**src/rtl/sad_pkg.sv**
```systemverilog
// Shared constants and FSM state type for the SAD minimum tracker.
package sad_pkg;

  localparam int unsigned SAD_W_DEF = 32;
  localparam logic [SAD_W_DEF-1:0] SAD_MAX = '1;

  typedef enum logic [1:0] {
    IDLE = 2'd0,
    SCAN = 2'd1,
    FIN  = 2'd2
  } sad_state_e;

endpackage

```
**src/rtl/sad_pos_counter.sv**
```systemverilog
// Raster row/col position counter over latched search dimensions.
module sad_pos_counter #(
  parameter int unsigned ROW_W = 8,
  parameter int unsigned COL_W = 8
) (
  input  logic             clk_i,
  input  logic             rst_i,
  input  logic             clear_i,
  input  logic [ROW_W-1:0] rows_i,
  input  logic [COL_W-1:0] cols_i,
  input  logic             advance_i,
  output logic [ROW_W-1:0] row_o,
  output logic [COL_W-1:0] col_o,
  output logic             last_o
);

  logic [ROW_W-1:0] rows_q, rows_d, row_q, row_d;
  logic [COL_W-1:0] cols_q, cols_d, col_q, col_d;
  logic             col_last, row_last;

  assign col_last = (col_q == cols_q - COL_W'(1));
  assign row_last = (row_q == rows_q - ROW_W'(1));
  assign last_o   = col_last && row_last;
  assign row_o    = row_q;
  assign col_o    = col_q;

  always_comb begin
    rows_d = rows_q;
    cols_d = cols_q;
    row_d  = row_q;
    col_d  = col_q;
    if (clear_i) begin
      rows_d = rows_i;
      cols_d = cols_i;
      row_d  = '0;
      col_d  = '0;
    end else if (advance_i && !last_o) begin
      // Hold at the last position; never wrap past the grid.
      if (col_last) begin
        col_d = '0;
        row_d = row_q + ROW_W'(1);
      end else begin
        col_d = col_q + COL_W'(1);
      end
    end
  end

  always_ff @(posedge clk_i) begin
    if (rst_i) begin
      rows_q <= '0;
      cols_q <= '0;
      row_q  <= '0;
      col_q  <= '0;
    end else begin
      rows_q <= rows_d;
      cols_q <= cols_d;
      row_q  <= row_d;
      col_q  <= col_d;
    end
  end

endmodule

```
**src/rtl/sad_min_tracker.sv**
```systemverilog
// Tracks the minimum SAD and its raster position over a block-matching search.
// Optional macro SAD_ZERO_EXIT_EN: an accepted zero SAD ends the search early.
module sad_min_tracker
  import sad_pkg::*;
#(
  parameter int unsigned SAD_W = SAD_W_DEF,
  parameter int unsigned ROW_W = 8,
  parameter int unsigned COL_W = 8
) (
  input  logic             clk_i,
  input  logic             rst_i,
  input  logic             start_i,
  input  logic [ROW_W-1:0] search_rows_i,
  input  logic [COL_W-1:0] search_cols_i,
  input  logic             sad_valid_i,
  input  logic [SAD_W-1:0] sad_i,
  output logic             sad_ready_o,
  output logic             busy_o,
  output logic             done_o,
  output logic             result_valid_o,
  output logic [SAD_W-1:0] best_sad_o,
  output logic [ROW_W-1:0] best_row_o,
  output logic [COL_W-1:0] best_col_o
);

  localparam logic [SAD_W-1:0] SadNone = '1;

  sad_state_e       state_q, state_d;
  logic [SAD_W-1:0] best_sad_q, best_sad_d;
  logic [ROW_W-1:0] best_row_q, best_row_d;
  logic [COL_W-1:0] best_col_q, best_col_d;
  logic             result_valid_q, result_valid_d;
  logic             cnt_clear, cnt_adv, cnt_last, accept;
  logic [ROW_W-1:0] cur_row;
  logic [COL_W-1:0] cur_col;

  sad_pos_counter #(
    .ROW_W (ROW_W),
    .COL_W (COL_W)
  ) u_pos (
    .clk_i     (clk_i),
    .rst_i     (rst_i),
    .clear_i   (cnt_clear),
    .rows_i    (search_rows_i),
    .cols_i    (search_cols_i),
    .advance_i (cnt_adv),
    .row_o     (cur_row),
    .col_o     (cur_col),
    .last_o    (cnt_last)
  );

  assign sad_ready_o    = (state_q == SCAN);
  assign busy_o         = (state_q != IDLE);
  assign done_o         = (state_q == FIN);
  assign result_valid_o = result_valid_q;
  assign best_sad_o     = best_sad_q;
  assign best_row_o     = best_row_q;
  assign best_col_o     = best_col_q;
  assign accept         = sad_valid_i && sad_ready_o;

  always_comb begin
    state_d        = state_q;
    best_sad_d     = best_sad_q;
    best_row_d     = best_row_q;
    best_col_d     = best_col_q;
    result_valid_d = result_valid_q;
    cnt_clear      = 1'b0;
    cnt_adv        = 1'b0;
    unique case (state_q)
      IDLE: begin
        if (start_i) begin
          cnt_clear      = 1'b1;
          best_sad_d     = SadNone;
          best_row_d     = '0;
          best_col_d     = '0;
          result_valid_d = 1'b0;
          state_d = (search_rows_i != '0 && search_cols_i != '0) ? SCAN : FIN;
        end
      end
      SCAN: begin
        if (accept) begin
          // Strict compare: ties keep the earlier raster position.
          if (sad_i < best_sad_q) begin
            best_sad_d = sad_i;
            best_row_d = cur_row;
            best_col_d = cur_col;
          end
          cnt_adv = 1'b1;
          if (cnt_last) state_d = FIN;
`ifdef SAD_ZERO_EXIT_EN
          if (sad_i == '0) state_d = FIN;
`endif
        end
      end
      FIN:     state_d = IDLE;
      default: state_d = IDLE;
    endcase
    // Result is flagged valid in the same cycle done pulses.
    if (state_d == FIN) result_valid_d = 1'b1;
  end

  always_ff @(posedge clk_i) begin
    if (rst_i) begin
      state_q        <= IDLE;
      best_sad_q     <= SadNone;
      best_row_q     <= '0;
      best_col_q     <= '0;
      result_valid_q <= 1'b0;
    end else begin
      state_q        <= state_d;
      best_sad_q     <= best_sad_d;
      best_row_q     <= best_row_d;
      best_col_q     <= best_col_d;
      result_valid_q <= result_valid_d;
    end
  end

endmodule

```
**config.mk**
```make
export PLATFORM = sky130hd
export DESIGN_NAME = sad_min_tracker
export DESIGN_NICKNAME = d
export VERILOG_FILES = /design/src/rtl/sad_pkg.sv /design/src/rtl/sad_pos_counter.sv /design/src/rtl/sad_min_tracker.sv
export SDC_FILE = /design/constraint.sdc
export NUM_CORES = 1
export LEC_CHECK = 0
export BUFFER_PORTS_ARGS = -buffer_cell sky130_fd_sc_hd__buf_2
export CAP_MARGIN = 25
export CORE_MARGIN = 10
export CORE_UTILIZATION = 45
export CTS_CLUSTER_DIAMETER = 80
export DETAILED_ROUTE_END_ITERATION = 12
export GPL_TIMING_DRIVEN = 0
export PLACE_DENSITY_LB_ADDON = 0.3
export SLEW_MARGIN = 30
export SYNTH_ARGS = -nofsm -noshare
export SYNTH_HDL_FRONTEND = slang
export SYNTH_HIERARCHICAL = 1
export SYNTH_SLANG_ARGS = --single-unit
```
**constraint.sdc**
```tcl
create_clock -name clk_i -period 3.4 [get_ports clk_i]
set_input_delay 0.34 -clock clk_i [delete_from_list [all_inputs] [get_ports clk_i]]
set_output_delay 0.34 -clock clk_i [all_outputs]
set_load 0.01 [all_outputs]
```
==> results of run 1 <==
==> registers in the layout, summed over array words and instances, names as in the netlist <==
signal	count
best_col_o	8
best_row_o	8
best_sad_o	32
result_valid_o	1
state_q	2
u_pos/col_o	8
u_pos/cols_q	8
u_pos/row_o	8
u_pos/rows_q	8
==> layout make-up <==
cell class | count | area [µm²]
clock inverters | 5 | 52.55
inverters | 38 | 142.6
multi-input cells | 413 | 2818
fillers | 985 | 4690
clock buffers | 11 | 141.4
repair buffers | 103 | 515.5
well taps | 136 | 170.2
flip-flops and latches | 83 | 1662
plain buffers | 26 | 132.6
==> where the power goes <==
group	leakage, nW	switching, mW	total [mW]	internal (mW)
clock	0.0991	0.360	0.716	0.356
sequential	0.673	0.0251	1.02	0.990
combinational	2.19	0.163	0.292	0.129
total	2.97	0.548	2.02	1.48
==> layer usage <==
layer | global-route usage, % | up-vias | part of all wire, %
li1 | - | 2152 | -
met1 | 19.31 | 1992 | 44
met2 | 26.71 | 100 | 48
met3 | 4.913 | 16 | 6.9
met4 | 5.523 | 0 | 1.7
met5 | 0 | - | 0
==> cell usage after synthesis, types with 2 or more instances <==
master | number | share of area (%)
nor2_1 | 97 | 7.7
dfxtp_1 | 83 | 35
mux2i_1 | 65 | 14
nand2_1 | 53 | 4.2
inv_1 | 38 | 3.0
ha_1 | 35 | 9.2
a21oi_1 | 30 | 3.2
clkbuf_1 | 18 | 1.4
o21ai_0 | 18 | 1.9
or3_1 | 12 | 1.6
xor2_1 | 12 | 2.2
nand3_1 | 8 | 0.84
nand4_1 | 8 | 1.1
nor3_1 | 8 | 0.84
and3_1 | 5 | 0.66
nor2b_1 | 5 | 0.66
xnor2_1 | 5 | 0.92
buf_2 | 4 | 0.42
buf_6 | 4 | 0.95
nor4_1 | 4 | 0.53
a31oi_1 | 3 | 0.39
and2_1 | 3 | 0.39
nand2b_1 | 3 | 0.39
nand3b_1 | 3 | 0.47
or2_2 | 3 | 0.39
a2111oi_4 | 2 | 1.2
a211oi_1 | 2 | 0.32
and4_1 | 2 | 0.37
o211ai_1 | 2 | 0.32
==> through the flow <==
step           cell area [µm²]  util [%]
5_1_grt                   5634     54.58
4_1_cts                   5634     54.58
3_3_place_gp              5440     52.70
6_report                  5634     54.58
2_1_floorplan             4755         -
3_5_place_dp              5440     52.70
==> worst reg2reg max path: stages (launching register included) <==
cell and delay [ns]:
dfxtp_1 0.42, inv_1 0.07, ha_1 0.26, o21ba_2 0.22
a221oi_1 0.28, a41oi_1 0.08, a2111oi_1 0.53, and2_1 0.29
buf_2 0.22, nand2_1 0.11, a21boi_0 0.16, nor3_1 0.16
==> logic make-up after synthesis <==
family,Yosys count,share of synthesized area (%)
xor+xnor,18,3.605
compound gates,74,10.76
flops,83,34.95
buf+inv,64,5.789
fa+ha+maj,35,9.211
mux,66,14.00
simple gates,220,21.68
==> worst min-delay path by stage <==
stage / from / endpoint / slack (ns) / cells past startpoint
after floorplan: rst_i / result_valid_o$_SDFFE_PP0P_ / 0.41 / 1
after global placement: best_row_o[7]$_SDFFE_PP0P_ / best_row_o[7]$_SDFFE_PP0P_ / 0.45 / 2
after detailed placement: best_col_o[4]$_SDFFE_PP0P_ / best_col_o[4]$_SDFFE_PP0P_ / 0.45 / 2
after CTS: search_cols_i[5] / u_pos/cols_q[5]$_SDFFE_PP0P_ / 0.22 / 3
after global routing: search_cols_i[6] / u_pos/cols_q[6]$_SDFFE_PP0P_ / 0.21 / 3
final: search_cols_i[5] / u_pos/cols_q[5]$_SDFFE_PP0P_ / 0.24 / 3
==> flow_summary.toml, run 1 <==
[critical_path]
worst-path-max-fanout = 10
r2r-end = "state_q[1]$_SDFF_PP0_"
slowest_stage = "a2111oi_1"
crit_start = "u_pos/rows_q[0]$_SDFFE_PP0P_"
max_stage_delay_ns = 0.53
cp_num_buf_inv = 2
path_cells = "inv_1 -> ha_1 -> o21ba_2 -> a221oi_1 -> a41oi_1 -> a2111oi_1 -> and2_1 -> buf_2 -> nand2_1 -> a21boi_0 -> nor3_1"
start_kind = "flip-flop"
critPathKind = "flip-flop to flip-flop"
worstPathArrival_ns = 3.15
reg2reg_depth = 11
cp-end-kind = "flip-flop"
r2r_slack_ns = 0.54
required_ns = 3.68
cp.depth = 11
r2r_start = "u_pos/rows_q[0]$_SDFFE_PP0P_"
critical_path.top_delay_family = "compound AO/OA/AOI/OAI gates"
crit_path_end = "state_q[1]$_SDFF_PP0_"

[hold_path]
hold_path.class = "input port to flip-flop"

[timing]
whs_ns = 0.2369
tightest_slew_ns = 0.6677
finalSetupTns_ns = 0
finalHoldViolCount = 0
slew-limit-headroom_pct = 55.49
min_period_over_period_pct = 84.21
clock-skew-final_ns = 0.01316
fmax_ghz = 0.3493
slew_viol_final = 0
finalSetupViolCount = 0
grt_setup_unrepaired = "false"
final.min_clock_period_ns = 2.863
finalWorstSetupSlack_ns = 0.5367

[logic_synthesis]
synth_warnings = 6
synth_seq_cells = 83
synthFlopType = "dfxtp_1"
syn-num-nets = 647
postSynth.asyncResetShare_pct = 0
syn_area_um2 = 4755
synthCells = 560
synth.distinct_cells = 54
synth_edf_count = 0
avgSynthCellArea_um2 = 8.490
synth_seq_area_share_pct = 34.95

[floorplanning]
chipWidth_um = 122.8
start_util_pct = 46.06
pin_count = 104
num_rows = 37
dieArea_um2 = 15080
core-area_um2 = 10320
die_h_um = 122.8

[final_layout]
final_cell_mix = "buf_2, nor2_1, dfxtp_1"
nets = 761
final_cell_count_no_fill = 815
antenna_cells = 0
drive_above_1_share_pct = 20.18
area_delta_synth_final_pct = 18.50
layout_commonest_cell = "buf_2"

[clocking]
h-tree-depth = 3
cts_sinks = 83
clkTransAtPathRegs_ns = 0.08
root_buffer = "clkbuf_8"
clk_latency_ns = 0.36
cts_hold_buf = 0
cts_tree = "done"
cts_setup_buffers = 0
ctsResizeCount = 0
cts_buffers = 9
clk_path_buf_depth = 2

[global_routing]
grt_max_degree = 14
gr-total-overflow = 0
grt_pass1_wl_um = 19900
grt_antenna_before_repair = 0
grt_pass1_vias = 4164
grt_usage_pct = 16.09

[power_and_ir_drop]
vdd_drop_max_uv = 194.6
finalPower_mw = 2.024
power.density_nw_per_um2 = 359.2
p_leak_nw = 2.967

[route]
wirelength_um = 12110
wl_per_cell_um = 14.85
vias = 4260
ant_nets = 0
viasPerCell = 5.227
drtPass1Iterations = 4
drc = 0
first_iter_violations = 195

[flow_run]
maxCapViolations = 0

[outcome]
status = "finished clean"

[placement]
place_inst = 799
port_buffers = 103
post-dp-hpwl_um = 9806
pre_cts_slack_ns = 0.5428
place.gp.congestion = 0.8432
(Power assumes the default switching activity.)
==> inputs of run 2 (changes only) <==
clock period = 2.6 ns   (was 3.4 ns; I/O delays follow)
==> run 2 against run 1 <==
  * Register-to-register slack worse by 0.45 ns
  * Sequential power is 30% higher
  * Via count is 0.56% higher
  * Sequential share of layout area is 0.88 points lower
  * Flip-flop and latch count stayed put
  * Hold slack worse by 0.081 ns
  * Count of clock-buffer cells in the layout stayed put
  * Clock power is 31% higher
  * Utilization is 2.3 points higher
  * Critical path type unchanged
==> flow_summary.toml, run 2 (synthesized netlist as in run 1, its figures left out) <==
[final_layout]
finish.instance_area_um2 = 5869
antenna_cells = 0
multiInputGateArea_um2 = 2888
drive_above_1_share_pct = 25.11
nets = 771
final_cell_mix = "buf_2, nor2_1, dfxtp_1"
area_delta_synth_final_pct = 23.45
largest_register_ffs = 32
nFillCells = 965
layout_commonest_cell = "buf_2"
final-seq-area_um2 = 1679

[global_routing]
grt_usage_pct = 16.17
grt_pass1_vias = 4196
grt_pass1_wl_um = 20000
grt_antenna_before_repair = 0
grt_max_degree = 14
gr-total-overflow = 0

[clocking]
root_buffer = "clkbuf_8"
cts_sinks = 83
clk_latency_ns = 0.37
h-tree-depth = 3
clkTransAtPathRegs_ns = 0.09
clk_path_buf_depth = 2
cts_tree = "done"
cts_hold_buf = 0
cts_buffers = 9

[timing]
min_period_over_period_pct = 96.53
slew-limit-headroom_pct = 67.83
final.min_clock_period_ns = 2.510
tightest_slew_ns = 0.4808
grt_setup_unrepaired = "true"
slew_viol_final = 0
finalWorstSetupSlack_ns = 0.09028
fmax_ghz = 0.3985
clock-skew-final_ns = 0.01592
finalSetupViolCount = 0
finalHoldViolCount = 0

[outcome]
status = "finished clean"

[route]
drc = 0
wirelength_um = 12510
ant_nets = 0
viasPerCell = 5.193
wl_per_cell_um = 15.16
vias = 4284
drtPass1Iterations = 5
first_iter_violations = 206

[critical_path]
worstPathArrival_ns = 2.79
critPathKind = "flip-flop to flip-flop"
required_ns = 2.88
r2r-end = "best_row_o[1]$_SDFFE_PP0P_"
r2r_slack_ns = 0.09
reg2reg_depth = 10
cp-end-kind = "flip-flop"
start_kind = "flip-flop"
r2r_start = "best_sad_o[15]$_SDFFE_PP1P_"
worst-path-max-fanout = 6

[floorplanning]
start_util_pct = 46.06
num_rows = 37
pin_count = 104
die_h_um = 122.8
chipWidth_um = 122.8
core-area_um2 = 10320
dieArea_um2 = 15080

[power_and_ir_drop]
power.density_nw_per_um2 = 457.1
vdd_drop_max_uv = 238.8
finalPower_mw = 2.683
p_leak_nw = 3.057

[flow_run]
maxCapViolations = 0

[placement]
dpl_cell_area_um2 = 5440
post-dp-hpwl_um = 9806
place.gp.congestion = 0.8432
port_buffers = 103
pre_cts_slack_ns = -0.2572

[hold_path]
min_from = "search_cols_i[5]"
hold_path.class = "input port to flip-flop"
whs_path_depth = 3
hold_end = "u_pos/cols_q[5]$_SDFFE_PP0P_"
==> run 2: cell types whose count changed in the layout (fill, tap and decap cells not counted), sizes merged <==
cell    before  now
buf        111  119
clkbuf      29   31
==> run 2: final cells by class <==
cell class              instances  area share, %
multi-input cells             413          49.20
flip-flops and latches         83          28.61
repair buffers                115          10.94
well taps                     136          2.899
plain buffers                  24          2.622
inverters                      38          2.430
clock buffers                  11          2.409
clock inverters                 5         0.8953
==> run 2: stage by stage <==
stage	hold slack [ns]	std cells	util (%)	TNS [ns]
after global routing	0.1340	825	56.85	-0.002477
after floorplan	0.3291	560	-	0
after CTS	0.1360	818	54.98	0
final	0.1562	825	56.85	0
after global placement	0.4466	799	52.70	-0.6986
after detailed placement	0.4500	799	52.70	-1.379
==> run 2: how the worst max path moves through the flow <==
stage | to | from | depth (start not counted)
after detailed placement | state_q[1]$_SDFF_PP0_ | u_pos/rows_q[0]$_SDFFE_PP0P_ | 11
after global routing | best_row_o[1]$_SDFFE_PP0P_ | best_sad_o[15]$_SDFFE_PP1P_ | 10
after floorplan | u_pos/col_o[6]$_SDFFE_PP0P_ | u_pos/cols_q[0]$_SDFFE_PP0P_ | 10
after CTS | u_pos/row_o[5]$_SDFFE_PP0P_ | u_pos/cols_q[0]$_SDFFE_PP0P_ | 12
final | best_row_o[1]$_SDFFE_PP0P_ | best_sad_o[15]$_SDFFE_PP1P_ | 10
after global placement | result_valid_o$_SDFFE_PP0P_ | u_pos/rows_q[0]$_SDFFE_PP0P_ | 11
==> run 2: repair_timing <==
action / CTS / global route
pin swaps: 2 / 10
resized for setup: 6 / 35
hold endpoints to repair: 0 / 0
buffers inserted: 3 / 6
endpoints found under the setup margin: 39 / 61
cloned: 0 / 3
==> run 2: layer usage <==
| layer | wire (µm) | up-vias | track usage [%] | part of all wire (%) |
|---|---|---|---|---|
| met5 | 0 | - | 0 | 0 |
| met4 | 214 | 0 | 5.670 | 1.7 |
| met3 | 868 | 16 | 4.913 | 6.9 |
| met2 | 6091 | 97 | 27.01 | 49 |
| met1 | 5331 | 2003 | 19.26 | 43 |
| li1 | - | 2168 | - | - |
==> run 2: critical path, cell delays in order (launching register included) <==
cell     delay (ns)
dfxtp_2        0.36
inv_2          0.05
ha_4           0.25
and4_4         0.23
nand4_1        0.12
o41ai_2        0.43
a211o_1        0.17
a41o_1         0.26
buf_6          0.19
buf_6          0.13
mux2i_2        0.21
==> run 2: power by group <==
part           switching, mW  internal [mW]  leakage [nW]
logic                  0.224          0.193          2.28
clock network          0.471          0.466        0.0991
registers             0.0331           1.30         0.674
total                  0.728           1.95          3.06
==> inputs of run 3 (changes only) <==
ABC_AREA = 1   (was not set)
CAP_MARGIN = 30   (was 25)
==> run 3 against run 2 <==
  * Clock skew is 0.0075 ns lower
  * Routed wire length is 14% higher
  * Design area is 11% higher
  * Register-to-register slack better by 0.24 ns
  * Total power is 40% higher
  * Utilization is 2.4 points lower
  * Non-clock buffer count is 1 higher
  * Largest cell class unchanged
  * Highest routed layer unchanged
==> flow_summary.toml, run 3 <==
[outcome]
status = "finished clean"

[flow_run]
maxCapViolations = 0

[power_and_ir_drop]
finalPower_mw = 3.746
power.density_nw_per_um2 = 574.6
vdd_drop_max_uv = 357.8
p_leak_nw = 3.489

[critical_path]
r2r_start = "state_q[0]$_SDFF_PP0_"
cp_num_buf_inv = 5
critPathKind = "flip-flop to flip-flop"
max_stage_delay_ns = 0.34
worst-path-max-fanout = 10
required_ns = 2.85
r2r-end = "u_pos/cols_q[4]$_SDFFE_PP0P_"
start_kind = "flip-flop"
crit_top_cell = "clkbuf_1"
cp-end-kind = "flip-flop"
slowest_stage = "dfxtp_1"
worstPathArrival_ns = 2.53
path_cells = "nor2_1 -> nand2_1 -> buf_2 -> inv_1 -> clkbuf_1 -> clkinv_1 -> clkbuf_1 -> a211oi_1"
r2r_slack_ns = 0.33
reg2reg_depth = 8
critical_path.top_delay_family = "buffers and inverters"

[final_layout]
drive_above_1_share_pct = 20.10
area_delta_synth_final_pct = 18.73
nets = 1052
multiInputGateArea_um2 = 3122
antenna_cells = 0
final-seq-area_um2 = 1662
largest_register_ffs = 32
final_cell_mix = "nand2_1, inv_1, buf_2"
layout_commonest_cell = "nand2_1"
nFillCells = 1193

[global_routing]
gr-total-overflow = 0
grt_usage_pct = 17.15
grt_antenna_before_repair = 0
grt_pass1_vias = 5190
grt_pass1_wl_um = 23790
grt_max_degree = 15

[clocking]
cts_tree = "done"
root_buffer = "clkbuf_16"
clk_path_buf_depth = 2
cts_buffers = 9
cts_sinks = 83
ctsResizeCount = 0
cts_setup_buffers = 0
clk_latency_ns = 0.35
h-tree-depth = 3
cts_hold_buf = 0
clkTransAtPathRegs_ns = 0.06

[route]
viasPerCell = 4.883
ant_nets = 0
drc = 0
wl_per_cell_um = 12.73
wirelength_um = 14220
drtPass1Iterations = 4
vias = 5454
first_iter_violations = 313

[timing]
final.min_clock_period_ns = 2.271
grt_setup_unrepaired = "false"
finalWorstSetupSlack_ns = 0.3289
slew-limit-headroom_pct = 65.96
tightest_slew_ns = 0.5106
finalSetupTns_ns = 0
clock-skew-final_ns = 0.008446
fmax_ghz = 0.4403
slew_viol_final = 0
finalSetupViolCount = 0
finalHoldViolCount = 0
min_period_over_period_pct = 87.35

[hold_path]
whs_path_depth = 2
hold_path.class = "input port to flip-flop"
min_from = "rst_i"
hold_end = "state_q[0]$_SDFF_PP0_"

[placement]
post-dp-hpwl_um = 11070
pre_cts_slack_ns = 0.3248
place.gp.congestion = 0.8657
port_buffers = 103

[logic_synthesis]
synth_warnings = 6
syn-num-nets = 938
yosys.area.top_type_share_pct = 30.26
synthTopCellsByArea = "dfxtp_1, nand2_1, nand3_1"
postSynth.asyncResetShare_pct = 0
synth.distinct_cells = 34
synth_common_cells = "nand2_1, inv_1, nand3_1, nor2_1, dfxtp_1"
avgSynthCellArea_um2 = 6.452
synth_top_area_cell = "dfxtp_1"
synth_seq_cells = 83
synthCells = 851
synth_most_common_cell = "nand2_1"
synth_seq_area_share_pct = 30.26
synthFlopType = "dfxtp_1"
synth_edf_count = 0
syn_area_um2 = 5490

[floorplanning]
num_rows = 40
die_h_um = 130.5
core-area_um2 = 11960
pin_count = 104
dieArea_um2 = 17020
start_util_pct = 45.90
chipWidth_um = 130.5
[run 3: cell types whose count changed after synthesis, moves of 7 or more]
cell and delta:
a211oi_1 +8, a21oi_1 +19, inv_1 +92, mux2i_1 -65, nand2_1 +144, nand3_1 +102, nor2_1 -7, nor2_2 +7
o21ai_0 -8, or2_2 +30, or3_1 -12
[run 3: routing by layer]
metal  track usage [%]  vias up  part of all wire [%]
li1                  -     2907                     -
met1             21.64     2420                    47
met2             28.06      107                    45
met3             3.344       20                   5.5
met4             7.194        0                   2.0
met5                 0        -                     0
[run 3: per-stage QoR]
step	std cells	cell area (µm²)	hold WS, ns	utilization, %
2_1_floorplan	851	5490	0.3291	-
6_report	1117	6519	0.1396	54.50
3_3_place_gp	1101	6190	0.4546	51.75
5_1_grt	1117	6519	0.1413	54.50
3_5_place_dp	1101	6190	0.4647	51.75
4_1_cts	1117	6519	0.1308	54.50
[run 3: final cells by class]
type                       instances  share of cell area (%)
multi-input combinational        595                   47.89
sequential                        83                   25.49
timing repair buffer             103                   7.908
inverter                         136                   7.831
clock buffer                      11                   3.724
buffer                            37                   3.013
tap                              147                   2.821
clock inverter                     5                   1.324
[run 3: worst reg2reg max path, stage by stage, from the launching register on]
cell and delay (ns):
dfxtp_1 0.34, nor2_1 0.16, nand2_1 0.17, buf_2 0.24, inv_1 0.11, clkbuf_1 0.29, clkinv_1 0.27, clkbuf_1 0.32
a211oi_1 0.28
[run 3: how the worst max path moves through the flow]
| stage | start | endpoint | slack (ns) | cells past startpoint |
|---|---|---|---|---|
| after CTS | state_q[0]$_SDFF_PP0_ | u_pos/cols_q[4]$_SDFFE_PP0P_ | 0.31 | 8 |
| final | state_q[0]$_SDFF_PP0_ | u_pos/cols_q[4]$_SDFFE_PP0P_ | 0.33 | 8 |
| after global placement | state_q[0]$_SDFF_PP0_ | u_pos/cols_q[4]$_SDFFE_PP0P_ | 0.36 | 8 |
| after global routing | state_q[0]$_SDFF_PP0_ | u_pos/cols_q[4]$_SDFFE_PP0P_ | 0.05 | 8 |
| after detailed placement | state_q[0]$_SDFF_PP0_ | u_pos/cols_q[4]$_SDFFE_PP0P_ | 0.32 | 8 |
| after floorplan | u_pos/rows_q[0]$_SDFFE_PP0P_ | result_valid_o$_SDFFE_PP0P_ | 0.76 | 11 |
[run 3: cells by family (layout without fill, tap and decap cells)]
group	count (synthesis)	in the layout	share of synthesized area [%]
AOI/OAI and AO/OA	72	72	7.202
and+or+nand+nor	469	469	38.65
buffers and inverters	173	292	12.88
adders and majority gates	35	35	7.976
xor gates and xnor gates	19	19	3.031
DFF	83	83	30.26
[run 3: power by group]
| group | leakage [nW] | internal [mW] | switching (mW) |
|---|---|---|---|
| clock | 0.160 | 0.873 | 0.546 |
| combinational | 2.65 | 0.354 | 0.535 |
| sequential | 0.683 | 1.36 | 0.0738 |
| total | 3.49 | 2.59 | 1.15 |
